## config.mk

```make
export PLATFORM = sky130hd
export DESIGN_NAME = ccff_chain_loader_flat
export DESIGN_NICKNAME = d
export VERILOG_FILES = /design/src/rtl/ccff_chain_loader_if.sv /design/src/rtl/ccff_chain_loader.sv /design/src/flat_wrapper.sv
export SDC_FILE = /design/constraint.sdc
export NUM_CORES = 1
export LEC_CHECK = 0
export BUFFER_PORTS_ARGS = -buffer_cell sky130_fd_sc_hd__clkbuf_2
export CAP_MARGIN = 40
export CORE_MARGIN = 3
export CORE_UTILIZATION = 60
export DETAILED_ROUTE_END_ITERATION = 6
export PLACE_DENSITY = 0.86
export SLEW_MARGIN = 20
export SYNTH_ARGS = -nofsm -noshare
export SYNTH_HDL_FRONTEND = slang
export SYNTH_SLANG_ARGS = --single-unit
```

## constraint.sdc

```tcl
create_clock -name prog_clk -period 4.5 [get_ports prog_clk]
set_input_delay 0.675 -clock prog_clk [delete_from_list [all_inputs] [get_ports prog_clk]]
set_output_delay 0.675 -clock prog_clk [all_outputs]
set_load 0.02 [all_outputs]
```

## src/rtl/ccff_chain_loader_if.sv

```systemverilog
`default_nettype none
// ccff_chain_loader_if: word handshake, chain drive/return and status signals of the loader.
// The slave modport is the loader; the master modport is its environment.
interface ccff_chain_loader_if #(
  parameter int WORD_W = 8
);
  logic              start;
  logic              abort;
  logic [WORD_W-1:0] word_data;
  logic              word_valid;
  logic              word_ready;
  logic              ccff_head;
  logic              ccff_clk_en;
  logic              ccff_tail;
  logic              busy;
  logic              done;
  logic              error;

  modport master (
    output start, abort, word_data, word_valid, ccff_tail,
    input  word_ready, ccff_head, ccff_clk_en, busy, done, error
  );

  modport slave (
    input  start, abort, word_data, word_valid, ccff_tail,
    output word_ready, ccff_head, ccff_clk_en, busy, done, error
  );
endinterface
`default_nettype wire

```

## src/rtl/ccff_chain_loader.sv

```systemverilog
`default_nettype none
// ccff_chain_loader: shifts a marker then CHAIN_LEN payload bits into a configuration chain
// and checks that the marker emerges at the chain tail after exactly CHAIN_LEN shifts.
module ccff_chain_loader #(
  parameter int                  WORD_W    = 8,
  parameter int                  CHAIN_LEN = 22,
  parameter int                  MARK_LEN  = 8,
  parameter logic [MARK_LEN-1:0] MARKER    = 8'hA5
) (
  input  logic               prog_clk,
  input  logic               prog_reset_n,
  ccff_chain_loader_if.slave bus_if
);
  localparam int NW  = (CHAIN_LEN + WORD_W - 1) / WORD_W;
  localparam int CW  = $clog2(MARK_LEN + CHAIN_LEN + 1);
  localparam int WCW = $clog2(NW + 1);
  localparam int BW  = $clog2(WORD_W + 1);

  localparam logic [CW-1:0]  MARK_LAST  = CW'(MARK_LEN - 1);
  localparam logic [CW-1:0]  SHIFT_LAST = CW'(MARK_LEN + CHAIN_LEN - 1);
  localparam logic [CW-1:0]  CHAIN_CNT  = CW'(CHAIN_LEN);
  localparam logic [WCW-1:0] NW_CNT     = WCW'(NW);
  localparam logic [BW-1:0]  BIT_LAST   = BW'(WORD_W - 1);

  typedef enum logic [2:0] {
    S_IDLE    = 3'd0,
    S_MARK    = 3'd1,
    S_PAYLOAD = 3'd2,
    S_DRAIN   = 3'd3,
    S_DONE    = 3'd4
  } state_e;

  state_e              state_q,   state_d;
  logic [CW-1:0]       sh_cnt_q,  sh_cnt_d;
  logic [CW-1:0]       out_cnt_q, out_cnt_d;
  logic [MARK_LEN-1:0] mark_sr_q, mark_sr_d;
  logic [MARK_LEN-1:0] cmp_sr_q,  cmp_sr_d;
  logic [WORD_W-1:0]   buf_q,     buf_d;
  logic                buf_vld_q, buf_vld_d;
  logic [BW-1:0]       bit_idx_q, bit_idx_d;
  logic [WCW-1:0]      words_q,   words_d;
  logic                head_q,    head_d;
  logic                en_q,      en_d;
  logic                error_q,   error_d;

  logic w_active;
  logic w_last_bit;
  logic w_issue;
  logic w_ready;
  logic w_accept;

  assign w_active   = (state_q == S_MARK) || (state_q == S_PAYLOAD) || (state_q == S_DRAIN);
  // Last bit of the buffered word: either its LSB or the final payload bit of the load.
  assign w_last_bit = (bit_idx_q == BIT_LAST) || (sh_cnt_q == SHIFT_LAST);
  assign w_issue    = (state_q == S_PAYLOAD) && buf_vld_q;
  assign w_ready    = ((state_q == S_MARK) || (state_q == S_PAYLOAD)) && !bus_if.abort &&
                      (words_q != NW_CNT) && (!buf_vld_q || (w_issue && w_last_bit));
  assign w_accept   = w_ready && bus_if.word_valid;

  always_comb begin
    state_d   = state_q;
    sh_cnt_d  = sh_cnt_q;
    out_cnt_d = out_cnt_q;
    mark_sr_d = mark_sr_q;
    cmp_sr_d  = cmp_sr_q;
    buf_d     = buf_q;
    buf_vld_d = buf_vld_q;
    bit_idx_d = bit_idx_q;
    words_d   = words_q;
    head_d    = head_q;
    en_d      = 1'b0;
    error_d   = error_q;

    // Tail check follows the chain's real shifts, one cycle behind the issue logic.
    if (en_q) begin
      out_cnt_d = out_cnt_q + CW'(1);
      if (out_cnt_q >= CHAIN_CNT) begin
        cmp_sr_d = cmp_sr_q << 1;
        if (bus_if.ccff_tail != cmp_sr_q[MARK_LEN-1]) begin
          error_d = 1'b1;
        end
      end
    end

    case (state_q)
      S_IDLE, S_DONE: begin
        if (bus_if.start && !bus_if.abort) begin
          state_d   = S_MARK;
          sh_cnt_d  = '0;
          out_cnt_d = '0;
          mark_sr_d = MARKER;
          cmp_sr_d  = MARKER;
          buf_d     = '0;
          buf_vld_d = 1'b0;
          bit_idx_d = '0;
          words_d   = '0;
          error_d   = 1'b0;
        end
      end
      S_MARK: begin
        head_d    = mark_sr_q[MARK_LEN-1];
        en_d      = 1'b1;
        mark_sr_d = mark_sr_q << 1;
        sh_cnt_d  = sh_cnt_q + CW'(1);
        if (sh_cnt_q == MARK_LAST) begin
          state_d = S_PAYLOAD;
        end
      end
      S_PAYLOAD: begin
        if (buf_vld_q) begin
          head_d    = buf_q[WORD_W-1];
          en_d      = 1'b1;
          buf_d     = buf_q << 1;
          sh_cnt_d  = sh_cnt_q + CW'(1);
          bit_idx_d = bit_idx_q + BW'(1);
          if (w_last_bit) begin
            buf_vld_d = 1'b0;
            bit_idx_d = '0;
          end
          if (sh_cnt_q == SHIFT_LAST) begin
            state_d = S_DRAIN;
          end
        end
      end
      S_DRAIN: state_d = S_DONE;
      default: state_d = S_IDLE;
    endcase

    if (w_accept) begin
      buf_d     = bus_if.word_data;
      buf_vld_d = 1'b1;
      bit_idx_d = '0;
      words_d   = words_q + WCW'(1);
    end

    if (w_active && bus_if.abort) begin
      state_d   = S_IDLE;
      en_d      = 1'b0;
      buf_vld_d = 1'b0;
      bit_idx_d = '0;
    end
  end

  always_ff @(posedge prog_clk or negedge prog_reset_n) begin
    if (!prog_reset_n) begin
      state_q   <= S_IDLE;
      sh_cnt_q  <= '0;
      out_cnt_q <= '0;
      mark_sr_q <= '0;
      cmp_sr_q  <= '0;
      buf_q     <= '0;
      buf_vld_q <= 1'b0;
      bit_idx_q <= '0;
      words_q   <= '0;
      head_q    <= 1'b0;
      en_q      <= 1'b0;
      error_q   <= 1'b0;
    end else begin
      state_q   <= state_d;
      sh_cnt_q  <= sh_cnt_d;
      out_cnt_q <= out_cnt_d;
      mark_sr_q <= mark_sr_d;
      cmp_sr_q  <= cmp_sr_d;
      buf_q     <= buf_d;
      buf_vld_q <= buf_vld_d;
      bit_idx_q <= bit_idx_d;
      words_q   <= words_d;
      head_q    <= head_d;
      en_q      <= en_d;
      error_q   <= error_d;
    end
  end

  assign bus_if.word_ready  = w_ready;
  assign bus_if.ccff_head   = head_q;
  assign bus_if.ccff_clk_en = en_q;
  assign bus_if.busy        = w_active;
  assign bus_if.done        = (state_q == S_DONE);
  assign bus_if.error       = error_q;
endmodule
`default_nettype wire

```

## src/flat_wrapper.sv

```systemverilog
// flat-port wrapper written by rule: the top's interface ports become plain ports
module ccff_chain_loader_flat 
#(
  parameter int                  WORD_W    = 8,
  parameter int                  CHAIN_LEN = 22,
  parameter int                  MARK_LEN  = 8,
  parameter logic [MARK_LEN-1:0] MARKER    = 8'hA5
)
  (prog_clk, prog_reset_n, bus_if_start, bus_if_abort, bus_if_word_data, bus_if_word_valid, bus_if_ccff_tail, bus_if_word_ready, bus_if_ccff_head, bus_if_ccff_clk_en, bus_if_busy, bus_if_done, bus_if_error);
  ccff_chain_loader_if #(.WORD_W(WORD_W)) bus_if_i ();
  input  logic prog_clk;
  input  logic prog_reset_n;
  input wire logic [$bits(bus_if_i.start)-1:0] bus_if_start;
  input wire logic [$bits(bus_if_i.abort)-1:0] bus_if_abort;
  input wire logic [$bits(bus_if_i.word_data)-1:0] bus_if_word_data;
  input wire logic [$bits(bus_if_i.word_valid)-1:0] bus_if_word_valid;
  input wire logic [$bits(bus_if_i.ccff_tail)-1:0] bus_if_ccff_tail;
  output wire logic [$bits(bus_if_i.word_ready)-1:0] bus_if_word_ready;
  output wire logic [$bits(bus_if_i.ccff_head)-1:0] bus_if_ccff_head;
  output wire logic [$bits(bus_if_i.ccff_clk_en)-1:0] bus_if_ccff_clk_en;
  output wire logic [$bits(bus_if_i.busy)-1:0] bus_if_busy;
  output wire logic [$bits(bus_if_i.done)-1:0] bus_if_done;
  output wire logic [$bits(bus_if_i.error)-1:0] bus_if_error;
  assign bus_if_i.start = bus_if_start;
  assign bus_if_i.abort = bus_if_abort;
  assign bus_if_i.word_data = bus_if_word_data;
  assign bus_if_i.word_valid = bus_if_word_valid;
  assign bus_if_i.ccff_tail = bus_if_ccff_tail;
  assign bus_if_word_ready = bus_if_i.word_ready;
  assign bus_if_ccff_head = bus_if_i.ccff_head;
  assign bus_if_ccff_clk_en = bus_if_i.ccff_clk_en;
  assign bus_if_busy = bus_if_i.busy;
  assign bus_if_done = bus_if_i.done;
  assign bus_if_error = bus_if_i.error;
  ccff_chain_loader #(.WORD_W(WORD_W), .CHAIN_LEN(CHAIN_LEN), .MARK_LEN(MARK_LEN), .MARKER(MARKER)) u_core (.prog_clk(prog_clk), .prog_reset_n(prog_reset_n), .bus_if(bus_if_i));
endmodule
```

==> flow_summary.ini <==
[outcome]
status = finished, final reports clean

[synth]
ys_async_sr_fraction_pct = 100
synth_most_common_cell = dfrtp_1
synth.largest_area_cell = dfrtp_1
synth.distinct_cells = 53
ys.flop_type = dfrtp_1
synth_area_leaders = dfrtp_1, nand2_1, mux2i_1, mux2_2, ha_1
synth_edf_count = 0
ys_warn_count = 0
synth_area_um2 = 2450
synth_fp_nets = 257
synth_cells = 237
avgSynthCellArea_um2 = 10.3
ys_seq_area_share_pct = 48.0
synth-seq-cells = 47
yosysTopAreaCellShare_pct = 48.0
synth_commonest_cells = dfrtp_1, nand2_1, nor2_1

[grt]
grt_use_total_pct = 19.5
grt_start_max_net_pins = 48
overflow = 0
antenna_found_initial = 0
grt_pass1_wl_um = 7530
grt_pass1_vias = 1606

[critical_path]
reg2reg_depth = 5
path_class = reg2out
slowest_stage = dfrtp_1
cpPeakStageDelay_ns = 0.63
reg2reg_to = u_core.buf_q[7]$_DFFE_PN0P_
cp_max_fo = 14
path_cells = nor2b_1, and2_1, o211a_1, clkbuf_2
timing.rr.start = u_core.state_q[1]$_DFFE_PN0P_
cp-start-kind = flip-flop
worst_ep_required_time_ns = 3.83
r2r_slack_ns = 2.19
cp.arrival_ns = 1.80
crit_path_end_kind = output pin

[floorplanning]
coreArea_um2 = 3800
die_h_um = 69.9
start_util_pct = 64.5
rows = 22
dieWidth_um = 69.9
dieArea_um2 = 4890
ioPinCount = 20

[timing]
slew-limit-headroom_pct = 55.7
rsz0062_at_grt = false
hold_viol = 0
post-route-period-util_pct = 55.0
tightest_slew_ns = 0.663
setup_tns_ns = 0
clock-skew-final_ns = 0.00704
max_freq_mhz = 404
min_period_ns = 2.48
drv_slew = 0
setup_slack_ns = 2.02
setup_viol = 0
fin_worst_hold_slack_ns = 0.433

[power_and_ir_drop]
power_mw = 1.51
p_comb_share_pct = 34.7
netSwitchingPower_mw = 0.562
power_density_nw_per_um2 = 569
p_leak_nw = 1.24
seqPwrFrac_pct = 44.3
clockPowerShare_pct = 21.0
sw_frac_of_total_pct = 37.1
ir_worst_vdd_v = 0.000399
p_int_mw = 0.951

[clock_tree]
cts_tree = done
cts.sinks = 47
cts_made_buffers = 5
cts_max_path_buffers = 2
post_cts_resized = 0
clk_latency_ns = 0.30
h-tree-depth = 2
holdBufCountCts = 0
cts-root-buf = clkbuf_8
clk_pin_slew_ns = 0.09
postCtsSetupRepairBufs = 0

[drt]
drt_pass1_iterations = 4
num_vias = 1783
totalWireLength_um = 4570
routedWlPerCell_um = 15.1
ant_nets = 0
drt_iter0_drc = 151
drc = 0
vias_per_cell = 5.90

[worst_hold_path]
hp-class = in2async

[final_layout]
areaGrowthSynthToFinish_pct = 8.47
nets = 273
num_antenna_cells = 0
layout-drive-gt1-share_pct = 18.1

[job]
maxCapViolations = 0

[placement]
place_congestion = 0.841
dp_hpwl_um = 3090
dpl_worst_slack_ns = 2.07
port_buffers = 19
-- stage by stage --
step / cell area (um^2) / instances / utilization (%)
after floorplan: 2450 / 237 / -
after global routing: 2660 / 302 / 70.0
after global placement: 2520 / 292 / 66.4
after detailed placement: 2530 / 293 / 66.6
after CTS: 2650 / 301 / 69.7
final: 2660 / 302 / 70.0
-- cells in the final DEF, fill, tap and decap left out, types with 3 or more instances in the layout --
| cell | synthesis | layout |
|---|---|---|
| nand3_1 | 15 | 15 |
| xnor2_1 | 3 | 3 |
| nand2_1 | 28 | 28 |
| mux2i_1 | 10 | 10 |
| mux2_2 | 7 | 7 |
| ha_1 | 6 | 6 |
| xor2_1 | 4 | 4 |
| buf_4 | 2 | 3 |
| nor3_1 | 6 | 6 |
| nand2b_1 | 3 | 3 |
| dfrtp_1 | 47 | 47 |
| o22a_1 | 3 | 3 |
| clkbuf_2 | 1 | 19 |
| a22o_1 | 4 | 4 |
| a21oi_1 | 9 | 9 |
| nor2b_1 | 4 | 4 |
| clkbuf_8 | 0 | 6 |
| o21ai_0 | 10 | 10 |
| inv_1 | 7 | 7 |
| nand4_1 | 3 | 3 |
| nor2_1 | 19 | 19 |
-- sequential cells by signal, indices dropped and copies added, names as in the netlist, 2 cells and up --
name,count
u_core.mark_sr_q,8
u_core.sh_cnt_q,5
u_core.bit_idx_q,4
u_core.buf_q,8
u_core.words_q,2
u_core.cmp_sr_q,8
u_core.state_q,3
u_core.out_cnt_q,5
-- how the worst max path moves through the flow --
stage,from,end,slack [ns],cells past startpoint
2_1_floorplan,bus_if_abort,bus_if_word_ready,2.49,3
3_3_place_gp,u_core.state_q[1]$_DFFE_PN0P_,u_core.buf_q[1]$_DFFE_PN0P_,2.12,4
3_5_place_dp,bus_if_abort,u_core.sh_cnt_q[3]$_DFFE_PN0P_,2.07,5
4_1_cts,u_core.state_q[0]$_DFFE_PN0P_,bus_if_word_ready,2.04,4
5_1_grt,u_core.state_q[0]$_DFFE_PN0P_,bus_if_word_ready,1.93,4
6_report,u_core.state_q[0]$_DFFE_PN0P_,bus_if_word_ready,2.02,4
-- power by group through the flow --
stage	Clock [mW]	Sequential [mW]	Combinational (mW)
after global routing	0.338	0.686	0.589
after global placement	0	0.663	0.499
after CTS	0.322	0.664	0.525
after detailed placement	0	0.672	0.520
after floorplan	0	0.622	0.458
final	0.318	0.670	0.525
-- metal layers --
metal | global-route usage, % | vias up | wire [um]
met5 | 0 | - | 0
met3 | 4.32 | 4 | 217
li1 | - | 872 | -
met2 | 28.6 | 47 | 2140
met1 | 28.2 | 860 | 2150
met4 | 7.45 | 0 | 61
-- worst max-delay path, delay by kind of cell, from the launching register on --
family	cells	cell delay, ns
AOI/OAI and AO/OA	1	0.16
buffers and inverters	1	0.16
DFF	1	0.63
and+or+nand+nor	2	0.55
-- cell type report --
class                   instances  area, um^2
clock buffers                   6        82.6
clock inverters                 2        35.0
fillers                       285        1140
inverters                       7        26.3
multi-input cells             169        1150
flip-flops and latches         47        1180
well taps                      48        60.1
repair buffers                 23         129
-- cell families (layout without fill, tap and decap cells) --
| logic type | count (synthesis) | in the layout | share of synthesized area [%] |
|---|---|---|---|
| compound gates | 42 | 42 | 12.6 |
| xor+xnor | 7 | 7 | 2.50 |
| fa+ha+maj | 6 | 6 | 3.06 |
| buf+inv | 21 | 38 | 5.10 |
| flops | 47 | 47 | 48.0 |
| mux | 17 | 17 | 7.30 |
| simple gates | 97 | 97 | 21.5 |
No activity file was read; power rests on OpenSTA's default activity.
